## config.mk

```make
export PLATFORM = sky130hd
export DESIGN_NAME = s641_resp_compactor
export DESIGN_NICKNAME = d
export VERILOG_FILES = /design/src/rtl/s641_cap_pkg.sv /design/src/rtl/misr_step.sv /design/src/rtl/s641_resp_compactor.sv
export SDC_FILE = /design/constraint.sdc
export NUM_CORES = 1
export LEC_CHECK = 0
export ABC_AREA = 1
export CORE_MARGIN = 2
export CORE_UTILIZATION = 35
export CTS_CLUSTER_SIZE = 25
export DETAILED_ROUTE_END_ITERATION = 10
export PLACE_DENSITY = 0.61
export SLEW_MARGIN = 15
export SYNTH_ARGS = -nofsm -noshare
export SYNTH_HDL_FRONTEND = slang
export SYNTH_HIERARCHICAL = 1
export SYNTH_SLANG_ARGS = --single-unit
export TNS_END_PERCENT = 50
```

## constraint.sdc

```tcl
create_clock -name CK -period 2.01 [get_ports CK]
set_input_delay 0.402 -clock CK [delete_from_list [all_inputs] [get_ports CK]]
set_output_delay 0.402 -clock CK [all_outputs]
set_load 0.02 [all_outputs]
```

## src/rtl/s641_cap_pkg.sv

```systemverilog
// Shared definitions for the s641 response-capture stage.
//   W      : response / signature width (one bit per s641 primary output)
//   POLY   : Galois feedback taps, x^24+x^23+x^22+x^17+1 with x^24 implicit
//   SEED   : signature value after reset and at every accepted start
//   CNT_W  : width of the vector counter and the num_cycles request
//   cap_state_t : capture FSM states
package s641_cap_pkg;

  localparam int          W     = 24;
  localparam logic [23:0] POLY  = 24'hC20001;
  localparam logic [23:0] SEED  = 24'h000000;
  localparam int          CNT_W = 16;

  typedef enum logic [1:0] {
    CAP_IDLE = 2'd0,
    CAP_RUN  = 2'd1,
    CAP_DONE = 2'd2
  } cap_state_t;

endpackage

```

## src/rtl/misr_step.sv

```systemverilog
// One MISR update: shift the signature left, fold the outgoing MSB back
// through the feedback taps, then XOR in the new response vector.
// Purely combinational, so it can also drive an LFSR stimulus generator
// (tie resp to zero).
//   sig   in  W : current signature
//   resp  in  W : response vector to fold in
//   sig_n out W : next signature
module misr_step
  import s641_cap_pkg::*;
(
  input  logic [W-1:0] sig,
  input  logic [W-1:0] resp,
  output logic [W-1:0] sig_n
);

  assign sig_n = {sig[W-2:0], 1'b0} ^ (sig[W-1] ? POLY : '0) ^ resp;

endmodule

```

## src/rtl/s641_resp_compactor.sv

```systemverilog
// Response-capture stage for s641: folds a programmed number of 24-bit
// response vectors into a MISR signature and compares the result with a
// golden value, reducing a whole test run to one pass bit.
//   CK          in  1     : clock, rising edge
//   RST         in  1     : asynchronous active-high reset
//   start       in  1     : begin a run (honoured in IDLE or DONE only)
//   num_cycles  in  CNT_W : vectors to compact, captured on the start edge
//   resp        in  W     : s641 output vector
//   resp_valid  in  1     : resp carries a real vector this cycle
//   golden      in  W     : expected final signature
//   sig         out W     : current signature
//   busy        out 1     : run in progress
//   done        out 1     : run finished, sig final
//   vec_cnt     out CNT_W : vectors accepted in the current/last run
//   pass        out 1     : done and sig matches golden
module s641_resp_compactor
  import s641_cap_pkg::*;
(
  input  logic             CK,
  input  logic             RST,
  input  logic             start,
  input  logic [CNT_W-1:0] num_cycles,
  input  logic [W-1:0]     resp,
  input  logic             resp_valid,
  input  logic [W-1:0]     golden,
  output logic [W-1:0]     sig,
  output logic             busy,
  output logic             done,
  output logic [CNT_W-1:0] vec_cnt,
  output logic             pass
);

  cap_state_t       state, state_n;
  logic [W-1:0]     sig_step, sig_n;
  logic [CNT_W-1:0] cnt_n, tgt, tgt_n;

  misr_step u_step (
    .sig   (sig),
    .resp  (resp),
    .sig_n (sig_step)
  );

  always_ff @(posedge CK or posedge RST) begin
    if (RST) begin
      state   <= CAP_IDLE;
      sig     <= SEED;
      vec_cnt <= '0;
      tgt     <= '0;
    end else begin
      state   <= state_n;
      sig     <= sig_n;
      vec_cnt <= cnt_n;
      tgt     <= tgt_n;
    end
  end

  always_comb begin
    state_n = state;
    sig_n   = sig;
    cnt_n   = vec_cnt;
    tgt_n   = tgt;
    case (state)
      // A restart from DONE behaves exactly like a start from IDLE; the
      // vector present on the start edge itself is never compacted.
      CAP_IDLE, CAP_DONE: begin
        if (start) begin
          sig_n   = SEED;
          cnt_n   = '0;
          tgt_n   = num_cycles;
          state_n = (num_cycles == '0) ? CAP_DONE : CAP_RUN;
        end
      end
      CAP_RUN: begin
        if (resp_valid) begin
          sig_n = sig_step;
          cnt_n = vec_cnt + CNT_W'(1);
          // tgt is never zero in RUN, so the counter stops before wrapping.
          if (cnt_n == tgt) state_n = CAP_DONE;
        end
      end
      default: state_n = CAP_IDLE;
    endcase
  end

  assign busy = (state == CAP_RUN);
  assign done = (state == CAP_DONE);
  assign pass = done & (sig == golden);

endmodule

```

* After elaboration in Yosys (flattened, before gate mapping) *
Cells that the tools add are included.

word-level totals
  register bits after elaboration = 58
  input port bits = 68
  output and inout bits = 43
  logic and storage cells = 34

operators by class
  add/sub/neg operators = 1
  eq/ne operators = 7
  multiplexer cells = 12
  bitwise gates (word level) = 3
  reduce and logical (&&, ||, !) cells = 7

operators with widths
  cell                                                                     number
  24-bit two-way mux                                                       3
  24-bit one-hot mux with 2 select lines                                   1
  24-bit bitwise XOR                                                       2
  16-bit two-way mux                                                       2
  16-bit one-hot mux with 2 select lines                                   1
  24-bit equality test                                                     1
  16-bit by 1-bit adder with 16-bit output, second input constant          1
  16-bit equality test                                                     1
  16-bit zero test                                                         1
  2-bit two-way mux                                                        4
  3-bit AND reduction                                                      2
  2-bit inequality test, second input constant                             2
  2-bit one-hot mux with 2 select lines                                    1
  2-bit by 1-bit equality test with 1-bit output, second input constant    1
  2-bit equality test, second input constant                               1
  2-bit zero test                                                          1
  2-bit by 1-bit inequality test with 1-bit output, second input constant  1
  2-bit AND reduction                                                      1
  2-bit nonzero test                                                       1
  2-bit OR reduction                                                       1
  1-bit AND                                                                1

* Depth between registers and ports, before layout *
  word-level depth = 5
  gate-level depth with buffers = 15
  gate-level depth less buffers = 15

* Hierarchy *
The synthesis kept the hierarchy.

modules (own cells, without submodules)
  module               instances  cells an instance  area each (um^2)
  s641_resp_compactor  1          452                3311.9
  misr_step            1          46                 281.5

* Worst setup path before layout *
OpenSTA, ideal clock, no wires.

  path kind = register to output
  from = register sig[10]
  to = output pass
  data arrival time = 1.747 ns
  required time = 1.608 ns
  slack = -0.139 ns
  cell stages (with the launch flop) = 5
  path buffers = 0
  cell sequence = dfrtp_1 -> or2_2 -> a2111oi_0 -> nand3_1 -> nor3_1

on the way
  word-level cells in the longest chain between the ends = 2

RTL lines
  element                 line                       source
  start, declared         s641_resp_compactor.sv:26  output logic [W-1:0] sig,
  start signal, assigned  s641_resp_compactor.sv:51  sig <= sig_n;
  24-bit equality test    s641_resp_compactor.sv:87  assign pass = done & (sig == golden);
  1-bit AND               s641_resp_compactor.sv:87
  end, declared           s641_resp_compactor.sv:30  output logic pass

Every way passes these cells.

* Worst setup path after layout *
  from = input golden[11]
  to = output pass

on the way
  word-level cells in the longest chain between the ends = 2

RTL lines
  element               line                       source
  start, declared       s641_resp_compactor.sv:25  input logic [W-1:0] golden,
  24-bit equality test  s641_resp_compactor.sv:87
  1-bit AND             s641_resp_compactor.sv:87

Every way passes these cells.

==> run_summary.xml <==
<?xml version="1.0" encoding="UTF-8"?>
<metrics>
  <group name="status">
    <metric name="status" unit="">complete, but fails checks</metric>
    <metric name="violations" unit="">setup timing</metric>
  </group>
  <group name="clocking">
    <metric name="source_to_sink_clock_delay_at_the_later_pin_of_the_worst_skew_pair" unit="ns">0.33</metric>
    <metric name="cts.clk_slew.worst_paths" unit="ns">0.06</metric>
    <metric name="clock_sink_count" unit="">58</metric>
    <metric name="tritoncts" unit="">built</metric>
    <metric name="cts.htree.levels" unit="">3</metric>
    <metric name="clk_root_buffer_cell" unit="">sky130_fd_sc_hd__clkbuf_8</metric>
    <metric name="cts_inserted_buffers" unit="">9</metric>
    <metric name="clock_path_buffers" unit="">2</metric>
  </group>
  <group name="critical_path">
    <metric name="crit_type" unit="">primary input to output port</metric>
    <metric name="worstSetupEndpointType" unit="">output port</metric>
    <metric name="critPathLaunchType" unit="">primary input</metric>
    <metric name="r2r_cells" unit="">14</metric>
    <metric name="worstPathArrival" unit="ns">1.72</metric>
    <metric name="worstPathCellList" unit="">clkdlybuf4s50_1, o21ai_0, nor4_1, nand3_1, nor3_2, buf_4</metric>
    <metric name="r2r_slack" unit="ns">0.11</metric>
    <metric name="worstPathMaxFanout" unit="">2</metric>
    <metric name="worstPathRequired" unit="ns">1.61</metric>
    <metric name="slowest_stage" unit="">sky130_fd_sc_hd__clkdlybuf4s50_1</metric>
    <metric name="slowest_delay" unit="ns">0.50</metric>
  </group>
  <group name="placement">
    <metric name="buffer_ports.inserted" unit="">110</metric>
    <metric name="detailed_place.area" unit="µm²">5190</metric>
    <metric name="place_ws" unit="ns">-1.00</metric>
    <metric name="post_placement_cell_count" unit="">775</metric>
    <metric name="detailed_place_hpwl" unit="µm">8640</metric>
    <metric name="gp_congestion" unit="">0.889</metric>
  </group>
  <group name="synthesis">
    <metric name="async_flop_share" unit="%">100</metric>
    <metric name="synth_area_per_cell" unit="µm²">7.22</metric>
    <metric name="synth_area_leaders" unit="">sky130_fd_sc_hd__dfrtp_1 40%, sky130_fd_sc_hd__nand2_1 16%, sky130_fd_sc_hd__nand3_1 7.4%, sky130_fd_sc_hd__xor2_1 6.8%, sky130_fd_sc_hd__inv_1 6.8%</metric>
    <metric name="synthTopCellsByCount" unit="">149 x sky130_fd_sc_hd__nand2_1, 65 x sky130_fd_sc_hd__inv_1, 58 x sky130_fd_sc_hd__dfrtp_1</metric>
    <metric name="ys_seq_elements" unit="">58</metric>
    <metric name="synthCells" unit="">498</metric>
    <metric name="synthesis.area" unit="µm²">3590</metric>
    <metric name="synth_top_area_share" unit="%">40.4</metric>
    <metric name="synth_enable_flop_cells" unit="">0</metric>
    <metric name="synthesis.yosys.warnings" unit="">6</metric>
    <metric name="post-synth-top-area-cell" unit="">sky130_fd_sc_hd__dfrtp_1</metric>
    <metric name="ys_dominant_reg_cell" unit="">sky130_fd_sc_hd__dfrtp_1</metric>
    <metric name="synth-seq-area-share" unit="%">40.4</metric>
    <metric name="most_numerous_cell_in_the_yosys_netlist" unit="">sky130_fd_sc_hd__nand2_1</metric>
    <metric name="number_of_distinct_library_cell_variants_in_the_gate_level_netlist_after_synthesis" unit="">32</metric>
    <metric name="mappedNetlistNets" unit="">567</metric>
  </group>
  <group name="grt">
    <metric name="global_route.overflow_total" unit="">0</metric>
    <metric name="grt_pass1_wl" unit="µm">18500</metric>
    <metric name="vias_in_the_first_global_route" unit="">3785</metric>
    <metric name="largest_net_degree_at_the_start_of_global_routing" unit="">59</metric>
    <metric name="gr-usage-all-layers" unit="%">21.1</metric>
    <metric name="grt_antenna_before_repair" unit="">0</metric>
  </group>
  <group name="drt">
    <metric name="detail_routed_net_length_per_standard_cell" unit="µm">14.3</metric>
    <metric name="antenna_left" unit="">0</metric>
    <metric name="num_vias" unit="">3799</metric>
    <metric name="drt_iter0_drc" unit="">172</metric>
    <metric name="drt_pre_antenna_iters" unit="">4</metric>
    <metric name="detail_route.drc_violations" unit="">0</metric>
    <metric name="detail_route.wirelength" unit="µm">11300</metric>
    <metric name="via_cell_ratio" unit="">4.78</metric>
  </group>
  <group name="die">
    <metric name="die_height" unit="µm">105</metric>
    <metric name="floorplan.core_area" unit="µm²">9860</metric>
    <metric name="start_util" unit="%">36.4</metric>
    <metric name="io_pins" unit="">111</metric>
    <metric name="floorplan.die_area" unit="µm²">11100</metric>
    <metric name="die_w" unit="µm">105</metric>
    <metric name="total_number_of_placement_rows" unit="">36</metric>
  </group>
  <group name="final_layout">
    <metric name="drive_above_1_share" unit="%">17.7</metric>
    <metric name="multi_input_area" unit="µm²">1970</metric>
    <metric name="fillers" unit="">935</metric>
    <metric name="nets" unit="">726</metric>
    <metric name="fin_cells" unit="">795</metric>
    <metric name="area.sequential" unit="µm²">1450</metric>
    <metric name="stdcell_area" unit="µm²">5500</metric>
    <metric name="area_delta_synth_final" unit="%">53.1</metric>
    <metric name="antenna_cells_inserted" unit="">0</metric>
  </group>
  <group name="power_and_ir_drop">
    <metric name="total_power" unit="µW">5740</metric>
    <metric name="worst_vdd_ir" unit="µV">636</metric>
    <metric name="p_leak" unit="µW">0.00257</metric>
    <metric name="power-per-cell-area" unit="nW/µm²">1040</metric>
  </group>
  <group name="job">
    <metric name="timing.max_cap.violations" unit="">0</metric>
  </group>
  <group name="timing">
    <metric name="final_period_minus_worst_setup_slack" unit="ns">2.13</metric>
    <metric name="setup_viol" unit="">1</metric>
    <metric name="timing.final.max_slew_violations" unit="">0</metric>
    <metric name="timing_worst_slew_pin_value" unit="ns">0.557</metric>
    <metric name="setup_repair_after_global_routing_missed_its_margin" unit="">yes</metric>
    <metric name="finalCritPeriodShare" unit="%">106</metric>
    <metric name="clock.fmax" unit="GHz">0.470</metric>
    <metric name="slew_headroom" unit="%">62.8</metric>
    <metric name="clock-skew-final" unit="ns">0.0104</metric>
    <metric name="final_hold_viol_count" unit="">0</metric>
    <metric name="final.setup.worst_slack" unit="ns">-0.117</metric>
  </group>
  <group name="min_path">
    <metric name="holdCritPathClass" unit="">primary input to async pin</metric>
  </group>
</metrics>
-- worst max-delay path, delay by kind of cell --
family	cells	cell delay, ns
simple gates	3	0.57
compound gates	1	0.09
buf+inv	2	0.66
-- cells in the final DEF, fill, tap and decap left out, types with 2 or more instances in the layout --
cell and count:
sky130_fd_sc_hd__nand2_1 141, sky130_fd_sc_hd__clkdlybuf4s50_1 90, sky130_fd_sc_hd__inv_1 60, sky130_fd_sc_hd__dfrtp_1 57, sky130_fd_sc_hd__nand3_1 51, sky130_fd_sc_hd__buf_4 48
sky130_fd_sc_hd__o21ai_0 36, sky130_fd_sc_hd__xor2_1 27, sky130_fd_sc_hd__dlygate4sd2_1 18, sky130_fd_sc_hd__o22ai_1 16, sky130_fd_sc_hd__nand2_2 14, sky130_fd_sc_hd__nand4_1 12
sky130_fd_sc_hd__nor2_1 12, sky130_fd_sc_hd__clkbuf_8 10, sky130_fd_sc_hd__inv_2 7, sky130_fd_sc_hd__nor2_4 6, sky130_fd_sc_hd__nand3b_1 6, sky130_fd_sc_hd__nor2_2 5
sky130_fd_sc_hd__o21ai_1 4, sky130_fd_sc_hd__nand3_2 3, sky130_fd_sc_hd__clkinv_1 3, sky130_fd_sc_hd__or2_4 3, sky130_fd_sc_hd__clkinv_2 3, sky130_fd_sc_hd__o21ai_2 2
sky130_fd_sc_hd__nor3_1 2, sky130_fd_sc_hd__nor4_1 2, sky130_fd_sc_hd__clkinvlp_4 2, sky130_fd_sc_hd__buf_12 2, sky130_fd_sc_hd__buf_6 2
-- final timing paths --
check | startpoint | end
worst max-delay path | golden[11] | pass
worst min-delay path | RST | state[1]
worst max register to register | vec_cnt[1] | state[1]
worst min register to register | tgt[0] | tgt[0]
max in group asynchronous | RST | vec_cnt[3]
min in group CK | tgt[0] | tgt[0]
-- state kept, by name (all words and copies together) (netlist names) --
signal / cells
tgt: 16
vec_cnt: 16
sig: 24
state: 2
-- cells by family (layout without fill, tap and decap cells) --
kind of cell | count (synthesis) | in the layout | synth area share, %
buffers and inverters | 82 | 246 | 8.67
AOI/OAI and AO/OA | 65 | 65 | 10.4
adders and majority gates | 1 | 1 | 0.348
DFF | 58 | 58 | 40.4
and+or+nand+nor | 263 | 263 | 33.1
xor gates and xnor gates | 29 | 29 | 7.07
-- cell type report --
type	instances	share of cell area, %
Sequential cell	58	26.4
Multi-Input combinational cell	358	35.8
Clock buffer	11	2.57
Inverter	70	4.77
Clock inverter	5	0.546
Tap cell	133	3.02
Timing Repair Buffer	160	26.9
-- metal layers --
| layer | vias to the layer above | wire (µm) | GRT usage [%] |
|---|---|---|---|
| met5 | - | 0 | 0 |
| met3 | 10 | 557 | 4.08 |
| met4 | 0 | 170 | 6.29 |
| li1 | 1937 | - | - |
| met2 | 84 | 5640 | 35.3 |
| met1 | 1768 | 4970 | 27.6 |
-- where the power goes --
part,switching [µW],internal [µW],total [µW]
Sequential,270,1520,1790
Clock,475,474,949
Combinational,1670,1330,3000
Total,2420,3320,5740
-- repair_timing --
item	4_1_cts	5_1_grt
gates resized for setup	38	28
pin swaps	11	19
hold buffers	0	0
endpoints found under the setup margin	3	5
setup buffers	0	4
-- stage by stage --
stage / setup TNS, ns / hold slack (ns) / util, %
after floorplan: 0 / 0.466 / -
after global placement: -1.05 / 0.488 / 52.6
after detailed placement: -1.00 / 0.498 / 52.6
after CTS: -0.124 / 0.451 / 54.5
after global routing: -0.229 / 0.493 / 55.8
final: -0.117 / 0.453 / 55.8
(Power assumes the default switching activity.)
